**src/rtl/karatsuba_seq_mul.sv**
```systemverilog
// rtl/karatsuba_seq_mul.sv - multi-cycle unsigned multiplier using one level of Karatsuba decomposition
module karatsuba_seq_mul #(
    parameter int N_BITS = 16
) (
    input  logic                  clk,
    input  logic                  rst,
    input  logic                  in_valid,
    output logic                  in_ready,
    input  logic [N_BITS-1:0]     a,
    input  logic [N_BITS-1:0]     b,
    output logic                  out_valid,
    input  logic                  out_ready,
    output logic [2*N_BITS-1:0]   c,
    output logic                  busy
);

    // Low halves are H bits; high halves are L bits, zero-extended to H.
    localparam int H  = (N_BITS + 1) / 2;
    localparam int L  = N_BITS / 2;
    localparam int PW = 2 * H + 2;
    localparam int CW = 2 * N_BITS;

    typedef enum logic [2:0] {
        IDLE    = 3'd0,
        MUL_LO  = 3'd1,
        MUL_HI  = 3'd2,
        MUL_MID = 3'd3,
        COMB    = 3'd4,
        DONE    = 3'd5
    } state_t;

    state_t          state_q, state_d;
    logic [H-1:0]    a0_q, a0_d, a1_q, a1_d;
    logic [H-1:0]    b0_q, b0_d, b1_q, b1_d;
    logic [PW-1:0]   z0_q, z0_d, z1_q, z1_d, z2_q, z2_d;
    logic [CW-1:0]   c_q, c_d;
    logic            out_valid_q, out_valid_d;
    logic            in_ready_q, in_ready_d;
    logic            busy_q, busy_d;

    logic [H:0]      sa, sb;
    logic [H:0]      mul_a, mul_b;
    logic [PW-1:0]   prod;

    // Shared multiplier: operands selected by the current product step.
    always_comb begin
        sa = {1'b0, a0_q} + {1'b0, a1_q};
        sb = {1'b0, b0_q} + {1'b0, b1_q};
        mul_a = '0;
        mul_b = '0;
        case (state_q)
            MUL_LO: begin
                mul_a = {1'b0, a0_q};
                mul_b = {1'b0, b0_q};
            end
            MUL_HI: begin
                mul_a = {1'b0, a1_q};
                mul_b = {1'b0, b1_q};
            end
            MUL_MID: begin
                mul_a = sa;
                mul_b = sb;
            end
            default: begin
                mul_a = '0;
                mul_b = '0;
            end
        endcase
        prod = PW'(mul_a) * PW'(mul_b);
    end

    // Next-state and datapath sequencing; outputs are derived from the next state so they are registered.
    always_comb begin
        state_d     = state_q;
        a0_d        = a0_q;
        a1_d        = a1_q;
        b0_d        = b0_q;
        b1_d        = b1_q;
        z0_d        = z0_q;
        z1_d        = z1_q;
        z2_d        = z2_q;
        c_d         = c_q;
        out_valid_d = out_valid_q;
        case (state_q)
            IDLE: begin
                if (in_valid && in_ready_q) begin
                    a0_d    = a[H-1:0];
                    a1_d    = H'(a[H +: L]);
                    b0_d    = b[H-1:0];
                    b1_d    = H'(b[H +: L]);
                    state_d = MUL_LO;
                end
            end
            MUL_LO: begin
                z0_d    = prod;
                state_d = MUL_HI;
            end
            MUL_HI: begin
                z2_d    = prod;
                state_d = MUL_MID;
            end
            MUL_MID: begin
                // (a0+a1)(b0+b1) - a0b0 - a1b1 = a0b1 + a1b0, never negative.
                z1_d    = prod - z0_q - z2_q;
                state_d = COMB;
            end
            COMB: begin
                // The true product fits in CW bits, so modular arithmetic at CW is exact.
                c_d         = (CW'(z2_q) << (2 * H)) + (CW'(z1_q) << H) + CW'(z0_q);
                out_valid_d = 1'b1;
                state_d     = DONE;
            end
            DONE: begin
                if (out_ready) begin
                    out_valid_d = 1'b0;
                    state_d     = IDLE;
                end
            end
            default: begin
                state_d     = IDLE;
                out_valid_d = 1'b0;
            end
        endcase
        in_ready_d = (state_d == IDLE);
        busy_d     = (state_d != IDLE);
    end

    // State and output registers with asynchronous clear.
    always_ff @(posedge clk or posedge rst) begin
        if (rst) begin
            state_q     <= IDLE;
            a0_q        <= '0;
            a1_q        <= '0;
            b0_q        <= '0;
            b1_q        <= '0;
            z0_q        <= '0;
            z1_q        <= '0;
            z2_q        <= '0;
            c_q         <= '0;
            out_valid_q <= 1'b0;
            in_ready_q  <= 1'b1;
            busy_q      <= 1'b0;
        end else begin
            state_q     <= state_d;
            a0_q        <= a0_d;
            a1_q        <= a1_d;
            b0_q        <= b0_d;
            b1_q        <= b1_d;
            z0_q        <= z0_d;
            z1_q        <= z1_d;
            z2_q        <= z2_d;
            c_q         <= c_d;
            out_valid_q <= out_valid_d;
            in_ready_q  <= in_ready_d;
            busy_q      <= busy_d;
        end
    end

    assign in_ready  = in_ready_q;
    assign out_valid = out_valid_q;
    assign c         = c_q;
    assign busy      = busy_q;

endmodule
```
**config.mk**
```make
export PLATFORM = sky130hd
export DESIGN_NAME = karatsuba_seq_mul
export DESIGN_NICKNAME = d
export VERILOG_FILES = /design/src/rtl/karatsuba_seq_mul.sv
export SDC_FILE = /design/constraint.sdc
export NUM_CORES = 1
export LEC_CHECK = 0
export ABC_AREA = 1
export ABC_CLOCK_PERIOD_IN_PS = 14900
export CORE_AREA = 10 10 188 190
export CTS_CLUSTER_DIAMETER = 80
export DETAILED_ROUTE_END_ITERATION = 8
export DIE_AREA = 0 0 198 200
export SETUP_SLACK_MARGIN = 0.4
export SYNTH_ARGS = -nofsm -noshare
export SYNTH_HDL_FRONTEND = slang
export SYNTH_SLANG_ARGS = --single-unit
```
**constraint.sdc**
```tcl
create_clock -name clk -period 14.9 [get_ports clk]
set_input_delay 2.98 -clock clk [delete_from_list [all_inputs] [get_ports clk]]
set_output_delay 2.98 -clock clk [all_outputs]
set_load 0.02 [all_outputs]
```
==> metrics, run 1 <==
Vias=approximately 9,000; fmax=128 MHz; Die Ht=200 um; Final Util=0.405; layout cell share with drive strength beyond 1=0.0489; Max Clock Skew=approximately 0.016 ns; Slowest-stage cell, CP=dfrtp_1; Synth Area in Adders=0.252; first-pass GRT wire length=48,700 um; number of library cell types mapped by synthesis=43; critical path required time=15.19 ns; Final Max Slew Viols=0; crit path max fanout=35; Top Ports=71; clock sinks=~120; Worst Path Arrival=8.12 ns; max-cap violation count=0; initial core utilization=0.348; CTS tree=done; Tightest Hold Check Type=flop to flop; Seq/Total Area, Yosys=0.284; post_cts resized=0; Reg clk slew, reported paths=0.06 ns; post-synthesis xor/xnor area fraction=0.0208; Reg2Reg Depth=27; clk buf depth=2; die area=39,600 um2; RSZ-0062 raised after global routing=false; CTS Buf Count=17; TritonRoute pass-1 iters=5; Avg Cell Area, Syn=7.53 um2; Core Area=roughly 31,000 um2; WL/cell=15.3 um; initial antenna violation count=0; outcome=finished clean; relative slew slack=0.279; vias in the first global route=~9,500; sum of buffers and inverters on the critical path=6; Synth Area in Compound Gates=0.104; post-CTS setup buffer count=0; worst-margin pin slew=1.08 ns; critical path class=flop to flop; Die W=198 um; syn_nets=1,665; CP Depth=27; main combinational cell family by area after synthesis=adder cells; Syn. warnings=0; total wire length=29,700 um; Synth Cell Area=10,900 um2; pin count of the biggest net entering global routing=65; gp weighted congestion=0.933; Diodes inserted=0; Port Buf Inserts=70; post-synthesis simple-gate area fraction=0.242; post-route cell area=12,700 um2; Final Hold Fails=0; DR vias/cell=4.79; number of synthesized register bits=approximately 120; Mapped Cells=1,452; Tmin final=7.84 ns; Final nets=1,734; slowest stage delay, CP=between 0.5 and 0.6 ns; Hold Path Stages=2; Setup TNS=0 ns; CTS H-tree depth=4; CP top delay family=adder cells; row count=65; # setup viols final=0; DRC viols=0; Detailed Route Iter0 Violations=490; multiplexer share of the synthesized area=0; Area growth, synth to finish=16.4%; GRT Total Usage=0.156; Antenna Nets Post-Route=0; crit start category=flop; Worst setup EP type=flop; dpl cell area=12,100 um2; cts hold-fix bufs=0; R2R Setup Slk=7.06 ns; post-route clock period utilization=0.526; CTS root buf=clkbuf_16; Worst-Skew Late Latency=~0.44 ns; placed wire-length estimate=24,000 um; grt total ovfl=0
cell usage after synthesis:
cell type | count | area, um2
nor3_4 | 3 | 48.8
buf_2 | 10 | 50.1
a221oi_1 | 1 | 8.76
xor2_1 | 9 | 78.8
fa_1 | 72 | 1440
nand2b_1 | 1 | 6.26
o221ai_1 | 1 | 8.76
a21o_1 | 1 | 7.51
a221oi_2 | 1 | 15.0
a31oi_1 | 15 | 93.8
nand3b_1 | 3 | 22.5
nand3_1 | 70 | 350
o21ai_0 | 93 | 465
nor2_1 | 110 | 413
dfrtp_1 | 123 | 3080
clkinv_1 | 1 | 3.75
nand2_2 | 7 | 43.8
clkbuf_1 | 16 | 60.1
nand4_1 | 15 | 93.8
a211oi_1 | 1 | 7.51
or2_2 | 10 | 62.6
o21bai_1 | 5 | 37.5
nand3_2 | 1 | 10.0
ha_1 | 105 | 1310
dfstp_2 | 1 | 26.3
o21ai_1 | 6 | 30.0
nor3_1 | 6 | 30.0
o21ai_2 | 1 | 8.76
a21oi_1 | 65 | 325
inv_2 | 9 | 33.8
inv_1 | 241 | 905
xnor2_1 | 17 | 149
o22ai_1 | 1 | 6.26
buf_4 | 1 | 7.51
a22oi_1 | 3 | 22.5
o31ai_1 | 1 | 7.51
a21boi_0 | 1 | 7.51
a21oi_2 | 1 | 8.76
nor4_1 | 1 | 6.26
and2_1 | 1 | 6.26
a22o_1 | 6 | 52.6
nand2_1 | 413 | 1550
o21a_1 | 3 | 22.5
flip-flops by register name (all words and copies together) (netlist names):
signal,flops
a1_q,8
b0_q,8
c,32
in_ready,1
state_q,3
z1_q,18
z0_q,18
b1_q,8
busy,1
out_valid,1
z2_q,18
a0_q,8
placed cells by master (no fill, tap or decap), types with 6 or more instances in the layout:
cell | synthesis | final
ha_1 | 105 | 105
o21ai_1 | 6 | 6
clkdlybuf4s50_1 | 0 | 70
nor3_1 | 6 | 6
or2_2 | 10 | 10
xnor2_1 | 17 | 17
a21oi_1 | 65 | 65
buf_4 | 1 | 7
nand2_2 | 7 | 7
a22o_1 | 6 | 6
a31oi_1 | 15 | 15
nand3_1 | 70 | 70
o21ai_0 | 93 | 93
inv_2 | 9 | 9
dfrtp_1 | 123 | 123
fa_1 | 72 | 72
nor2_1 | 110 | 109
nand2_1 | 413 | 413
inv_1 | 241 | 240
nand4_1 | 15 | 15
xor2_1 | 9 | 9
clkbuf_16 | 0 | 17
tightest hold or removal path, stage by stage (launching register included):
cell and delay (ns):
dfrtp_1 0.34, nand2_1 0.05, nand2_1 0.04
metal layers:
layer / vias to the layer above / part of all wire / global-route usage
met3: 46 / 0.034 / 0.0273
met4: 0 / 0.032 / 0.0644
met5: - / 0 / 0
met2: 174 / 0.50 / 0.280
li1: 4740 / - / -
met1: 4310 / 0.44 / 0.180
worst paths after layout:
path                       endpoint  startpoint
setup / recovery           z1_q[12]  state_q[2]
hold / removal                 c[8]        c[8]
setup reg to reg           z1_q[12]  state_q[2]
hold reg to reg                c[8]        c[8]
max in group asynchronous     c[30]         rst
min in group asynchronous      busy         rst
cell families (layout without fill, tap and decap cells):
| kind of cell | Yosys count | after routing |
|---|---|---|
| xor gates and xnor gates | 26 | 26 |
| adders and majority gates | 177 | 177 |
| AOI/OAI and AO/OA | 206 | 206 |
| buffers and inverters | 278 | 360 |
| and+or+nand+nor | 641 | 641 |
| DFF | 124 | 124 |
final cells by class:
class                   instances  area (um2)
fillers                      3241       18700
multi-input cells            1050        6770
flip-flops and latches        124        3100
inverters                     251         945
repair buffers                 77         753
well taps                     402         503
clock buffers                  18         439
clock inverters                14         209
per-stage QoR:
step | setup slack, ns | hold WS (ns) | cells
floorplan | 8.20 | 0.446 | 1452
global placement | 7.25 | 0.459 | 1904
detailed placement | 7.17 | 0.461 | 1904
CTS | 7.12 | 0.478 | 1936
global route | 6.68 | 0.490 | 1936
finish | 7.06 | 0.471 | 1936
Power of run 1 is not shown: default switching activity piles up to over one toggle a cycle in this logic, so the estimate is an artifact.
==> inputs of run 2 (changes only) <==
--- a/config.mk
+++ b/config.mk
@@ -6,7 +6,7 @@
 export NUM_CORES = 1
 export LEC_CHECK = 0
 export ABC_AREA = 1
-export ABC_CLOCK_PERIOD_IN_PS = 14900
+export ABC_CLOCK_PERIOD_IN_PS = 6620
 export CORE_AREA = 10 10 188 190
 export CTS_CLUSTER_DIAMETER = 80
 export DETAILED_ROUTE_END_ITERATION = 8
==> constraint.sdc (replaced) <==
create_clock -name clk -period 6.62 [get_ports clk]
set_input_delay 1.324 -clock clk [delete_from_list [all_inputs] [get_ports clk]]
set_output_delay 1.324 -clock clk [all_outputs]
set_load 0.02 [all_outputs]
==> run 2 against run 1 <==
  * The flow now finishes with violations (negative setup slack)
  * Design area increased by 17%
  * Largest cell class unchanged
  * Die area unchanged
  * Flip-flop and latch count unchanged
  * Via count increased by 6.9%
  * Register-to-register slack got worse by 7.2 ns
  * Worst setup slack got worse by 7.2 ns
  * Critical path depth increased by 12
  * Global-route usage increased by 0.57 points
  * Non-clock buffer count increased by 147
  * Final cell count increased by 7.6%
  * First-iteration DRC count decreased by 17%
==> metrics, run 2 (same netlist as run 1, synthesis figures left out) <==
outcome=complete, but fails checks; failing checks=negative setup slack; TritonRoute pass-1 iters=4 (-1); vias in the first global route=10,300 (+8.5%); Placed Cells=2,023 (+6.3%); pin count of the biggest net entering global routing=65 (unchanged); Area growth, synth to finish=36.1%; Vias=9,906 (+6.9%); Diodes inserted=0 (unchanged); Antenna Nets Post-Route=0 (unchanged); clk buf depth=2 (unchanged); max reg flops=32 (unchanged); Tightest Hold Check Type=flop to flop; Worst-Skew Late Latency=0.43 ns (about the same); crit path max fanout=4 (-89%); RSZ-0062 raised after global routing=true; # setup viols final=5 (+5); layout cell share with drive strength beyond 1=0.231 (+0.183); clock sinks=124 (unchanged); first-pass GRT wire length=51,200 um (+5.3%); post-route cell area=14,900 um2 (+17%); max-cap violation count=0 (unchanged); CTS H-tree depth=4 (unchanged); commonest non-fill, non-tap cell in the layout=nand2_1; grt total ovfl=0 (unchanged); crit start category=flop; die area=39,600 um2 (unchanged); gp weighted congestion=0.962 (+3.2%); most frequent cells in the layout=377 x nand2_1, 216 x inv_1, 140 x buf_4; Core Area=31,400 um2 (unchanged); initial antenna violation count=0 (unchanged); GRT Total Usage=0.161 (+0.00573); Final Max Slew Viols=0 (unchanged); WL/cell=14.8 um (-3.5%); Final Non-Filler Cells=2,083 (+7.6%); total wire length=30,900 um (+3.9%); Port Buf Inserts=70 (unchanged); Reg clk slew, reported paths=0.06 ns (about the same); Worst setup EP type=flop; Final Util=0.474 (+0.0685); initial core utilization=0.348 (unchanged); Worst Path Arrival=7.04 ns (-1.08 ns); CTS Buf Count=17 (unchanged); CTS root buf=clkbuf_16; worst-margin pin slew=1.06 ns (-0.0219 ns); DRC viols=0 (unchanged); DR vias/cell=4.76 (-0.68%); Final Hold Fails=0 (unchanged); fmax=149 MHz (+17%); Slowest-stage cell, CP=fa_2; setup ws final=-0.0984 ns (-7.16 ns); placed wire-length estimate=24,800 um (+3.4%); critical path required time=6.94 ns (-8.25 ns); Die Ht=200 um (unchanged); Final nets=1,881 (+8.5%); CTS tree=done; Max Clock Skew=0.0142 ns (-0.00140 ns); Die W=198 um (unchanged); post-route clock period utilization=1.01 (+0.489); dpl cell area=13,300 um2 (+9.9%); relative slew slack=0.294 (+0.0146); Tmin final=6.72 ns (-1.12 ns); Detailed Route Iter0 Violations=406 (-17%); Top Ports=71 (unchanged); row count=65 (unchanged); critical path class=flop to flop; slowest stage delay, CP=0.59 ns (+0.04 ns)
-- run 2: layout make-up --
class | instances | area [um2]
Multi-Input combinational cell | 1050 | 7770
Tap cell | 402 | 503
Clock buffer | 22 | 474
Timing Repair Buffer | 224 | 1930
Sequential cell | 124 | 3100
Fill cell | 3009 | 16500
Inverter | 251 | 950
Clock inverter | 10 | 139
-- run 2: path summary, 6_finish.rpt --
path / from / end / slack [ns] / cells after the start
worst max-delay path: a0_q[0] / z1_q[14] / -0.1 / 39
worst min-delay path: c[3] / c[3] / 0.47 / 2
worst max register to register: a0_q[0] / z1_q[14] / -0.1 / 39
worst min register to register: c[3] / c[3] / 0.47 / 2
max in group asynchronous: rst / b1_q[3] / 3.90 / 3
min in group asynchronous: rst / c[10] / 1.42 / 2
-- run 2: what timing repair did --
action	CTS	global route
setup buffers	18	10
hold buffers	0	0
pin swaps	78	60
resized for setup	101	78
endpoints found under the setup margin	11	12
-- run 2: layer usage --
metal | global-route usage | wire length, um | up-vias
li1 | - | - | 5024
met1 | 0.182 | 12800 | 4659
met2 | 0.299 | 16200 | 172
met3 | 0.0246 | 909 | 51
met4 | 0.0652 | 940 | 0
met5 | 0 | 0 | -
-- run 2: through the flow --
stage	TNS [ns]	hold slack [ns]	setup slack, ns
global placement	-0.516	0.457	-0.236
global route	-2.30	0.490	-0.420
floorplan	0	0.446	0.307
CTS	-0.0434	0.477	-0.0229
detailed placement	-0.911	0.462	-0.297
finish	-0.268	0.470	-0.0984
-- run 2: worst max-delay path, delay by kind of cell, from the launching register on --
kind / cells / cell delay, ns
compound gates: 6 / 0.89
simple gates: 16 / 1.41
buf+inv: 8 / 0.66
flops: 1 / 0.38
fa+ha+maj: 9 / 3.26
Power of run 2 is left out for the same reason.
==> inputs of run 3 (changes only) <==
--- a/config.mk
+++ b/config.mk
@@ -7,10 +7,10 @@
 export LEC_CHECK = 0
 export ABC_AREA = 1
 export ABC_CLOCK_PERIOD_IN_PS = 6620
-export CORE_AREA = 10 10 188 190
+export CORE_AREA = 2 2 180 182
 export CTS_CLUSTER_DIAMETER = 80
 export DETAILED_ROUTE_END_ITERATION = 8
-export DIE_AREA = 0 0 198 200
+export DIE_AREA = 0 0 182 184
 export SETUP_SLACK_MARGIN = 0.4
 export SYNTH_ARGS = -nofsm -noshare
 export SYNTH_HDL_FRONTEND = slang
==> run 3 against run 2 <==
  * The run still ends with negative setup slack left
  * Die area shrank 15%
  * Maximum frequency is 0.41% higher
  * Sequential share of layout area is 0.49 points lower
  * First-iteration DRC count decreased by 1.2%
  * Non-clock buffer count increased by 30
  * Final cell count up 1.3%
  * Worst setup slack better by 0.028 ns
  * Clock skew about the same
  * Global-route usage grew 3.1 points
==> metrics, run 3 (same netlist as run 1, synthesis figures left out) <==
# setup viols final=3 (-2); CTS H-tree depth=4 (unchanged); TritonRoute pass-1 iters=7 (+3); post-route cell area=15,200 um2 (+2.4%); initial core utilization=0.348 (unchanged); WL/cell=14.8 um (-0.11%); Reg clk slew, reported paths=0.06 ns (about the same); worst-margin pin slew=1.05 ns (-0.00988 ns); Die W=182 um (-8.1%); post-route clock period utilization=1.01 (-0.00417); Worst-Skew Late Latency=0.43 ns (about the same); Tmin final=6.69 ns (-0.0276 ns); most frequent cells in the layout=375 x nand2_1, 210 x inv_1, 165 x buf_4; die area=33,500 um2 (-15%); GRT Total Usage=0.192 (+0.0310); DRC viols=0 (unchanged); clk buf depth=2 (unchanged); max-cap violation count=0 (unchanged); layout cell share with drive strength beyond 1=0.250 (+0.0186); Max Clock Skew=0.0146 ns (+0.000375 ns); Area growth, synth to finish=39.3%; Final Non-Filler Cells=2,110 (+1.3%); Core Area=31,400 um2 (unchanged); Slowest-stage cell, CP=fa_1; Port Buf Inserts=70 (unchanged); gp weighted congestion=0.894 (-7.1%); Filler Cells Inserted=3,029 (+0.66%); total wire length=31,200 um (+1.2%); outcome=complete, but fails checks; RSZ-0062 raised after global routing=true; crit start category=flop; Final Max Slew Viols=0 (unchanged); slowest stage delay, CP=0.53 ns (-0.06 ns); placed wire-length estimate=25,000 um (+0.48%); setup ws final=-0.0708 ns (+0.0276 ns); CTS root buf=clkbuf_16; failing checks=negative setup slack; DR vias/cell=4.80 (+0.84%); grt total ovfl=0 (unchanged); Setup WS pre-CTS=-0.272 ns (+0.0246 ns); Vias=10,100 (+2.2%); Diodes inserted=0 (unchanged); pin count of the biggest net entering global routing=74 (+14%); fmax=149 MHz (+0.41%); Detailed Route Iter0 Violations=401 (-1.2%); max reg flops=32 (unchanged); Placed Cells=2,046 (+1.1%); initial antenna violation count=0 (unchanged); Die Ht=184 um (-8.0%); commonest non-fill, non-tap cell in the layout=nand2_1; Antenna Nets Post-Route=0 (unchanged); crit path max fanout=5 (+1); Tightest Hold Check Type=flop to flop; vias in the first global route=10,500 (+1.5%); relative slew slack=0.301 (+0.00659); critical path required time=6.94 ns (about the same); clock sinks=124 (unchanged); CTS tree=done; row count=65 (unchanged); first-pass GRT wire length=51,000 um (-0.50%); Worst setup EP type=flop; CP dominant cell by count=nand2_1; Worst Path Arrival=7.01 ns (-0.03 ns); Final Hold Fails=0 (unchanged); Final Util=0.485 (+0.0113); dpl cell area=13,400 um2 (+1.2%); Top Ports=71 (unchanged); CTS Buf Count=17 (unchanged); critical path class=flop to flop; Final nets=1,911 (+1.6%)
## run 3: cell count changes in the layout (fill, tap and decap cells not counted), moves of 3 or more
cell / previous run / this run
clkinv_4: 3 / 0
nand3_4: 0 / 4
a21oi_2: 14 / 11
buf_6: 12 / 18
inv_1: 216 / 210
nand3_2: 13 / 10
buf_4: 140 / 165
nand2_4: 9 / 12
inv_2: 31 / 38
## run 3: metal layers
layer	global-route usage	vias to the layer above	wire (um)
met5	0	-	0
met4	0.0897	0	1320
met3	0.0254	74	652
met2	0.360	164	16100
met1	0.217	4790	13200
li1	-	5091	-
## run 3: final timing paths
path / from / end / slack [ns] / cells past startpoint
worst min register to register: c[10] / c[10] / 0.47 / 2
max in group asynchronous: rst / b1_q[5] / 3.92 / 3
min in group asynchronous: rst / c[11] / 1.47 / 2
worst max register to register: a0_q[0] / z1_q[17] / -0.07 / 41
worst max-delay path: a0_q[0] / z1_q[17] / -0.07 / 41
worst min-delay path: c[10] / c[10] / 0.47 / 2
## run 3: final cells by class
class / instances / area [um2] / share of cell area
Inverter: 251 / 947 / 0.0622
Sequential cell: 124 / 3100 / 0.204
Clock inverter: 7 / 138 / 0.00904
Multi-Input combinational cell: 1050 / 7890 / 0.518
Timing Repair Buffer: 254 / 2160 / 0.142
Clock buffer: 22 / 484 / 0.0318
Tap cell: 402 / 503 / 0.0330
## run 3: critical path, delay by kind of cell (launching register included)
kind,cells,cell delay (ns)
AND/OR/NAND/NOR,20,1.61
AO/OA/AOI/OAI,3,0.24
adder cells (fa/ha/maj),9,3.56
buffers and inverters,8,0.59
XOR/XNOR,1,0.21
flip-flops,1,0.35
## run 3: repair_timing
| action | in CTS | in global routing |
|---|---|---|
| resized for setup | 109 | 98 |
| gates cloned | 0 | 0 |
| pin swaps | 78 | 71 |
| endpoints found under the setup margin | 11 | 12 |
| hold buffers | 0 | 0 |
| buffers inserted | 16 | 19 |
## run 3: metrics by stage
step                TNS [ns]  hold WS [ns]
floorplan                  0         0.446
global placement      -0.464         0.457
detailed placement     -1.16         0.462
CTS                   -0.148         0.479
global route           -2.30         0.496
finish                -0.146         0.472
Power of run 3 is left out for the same reason.
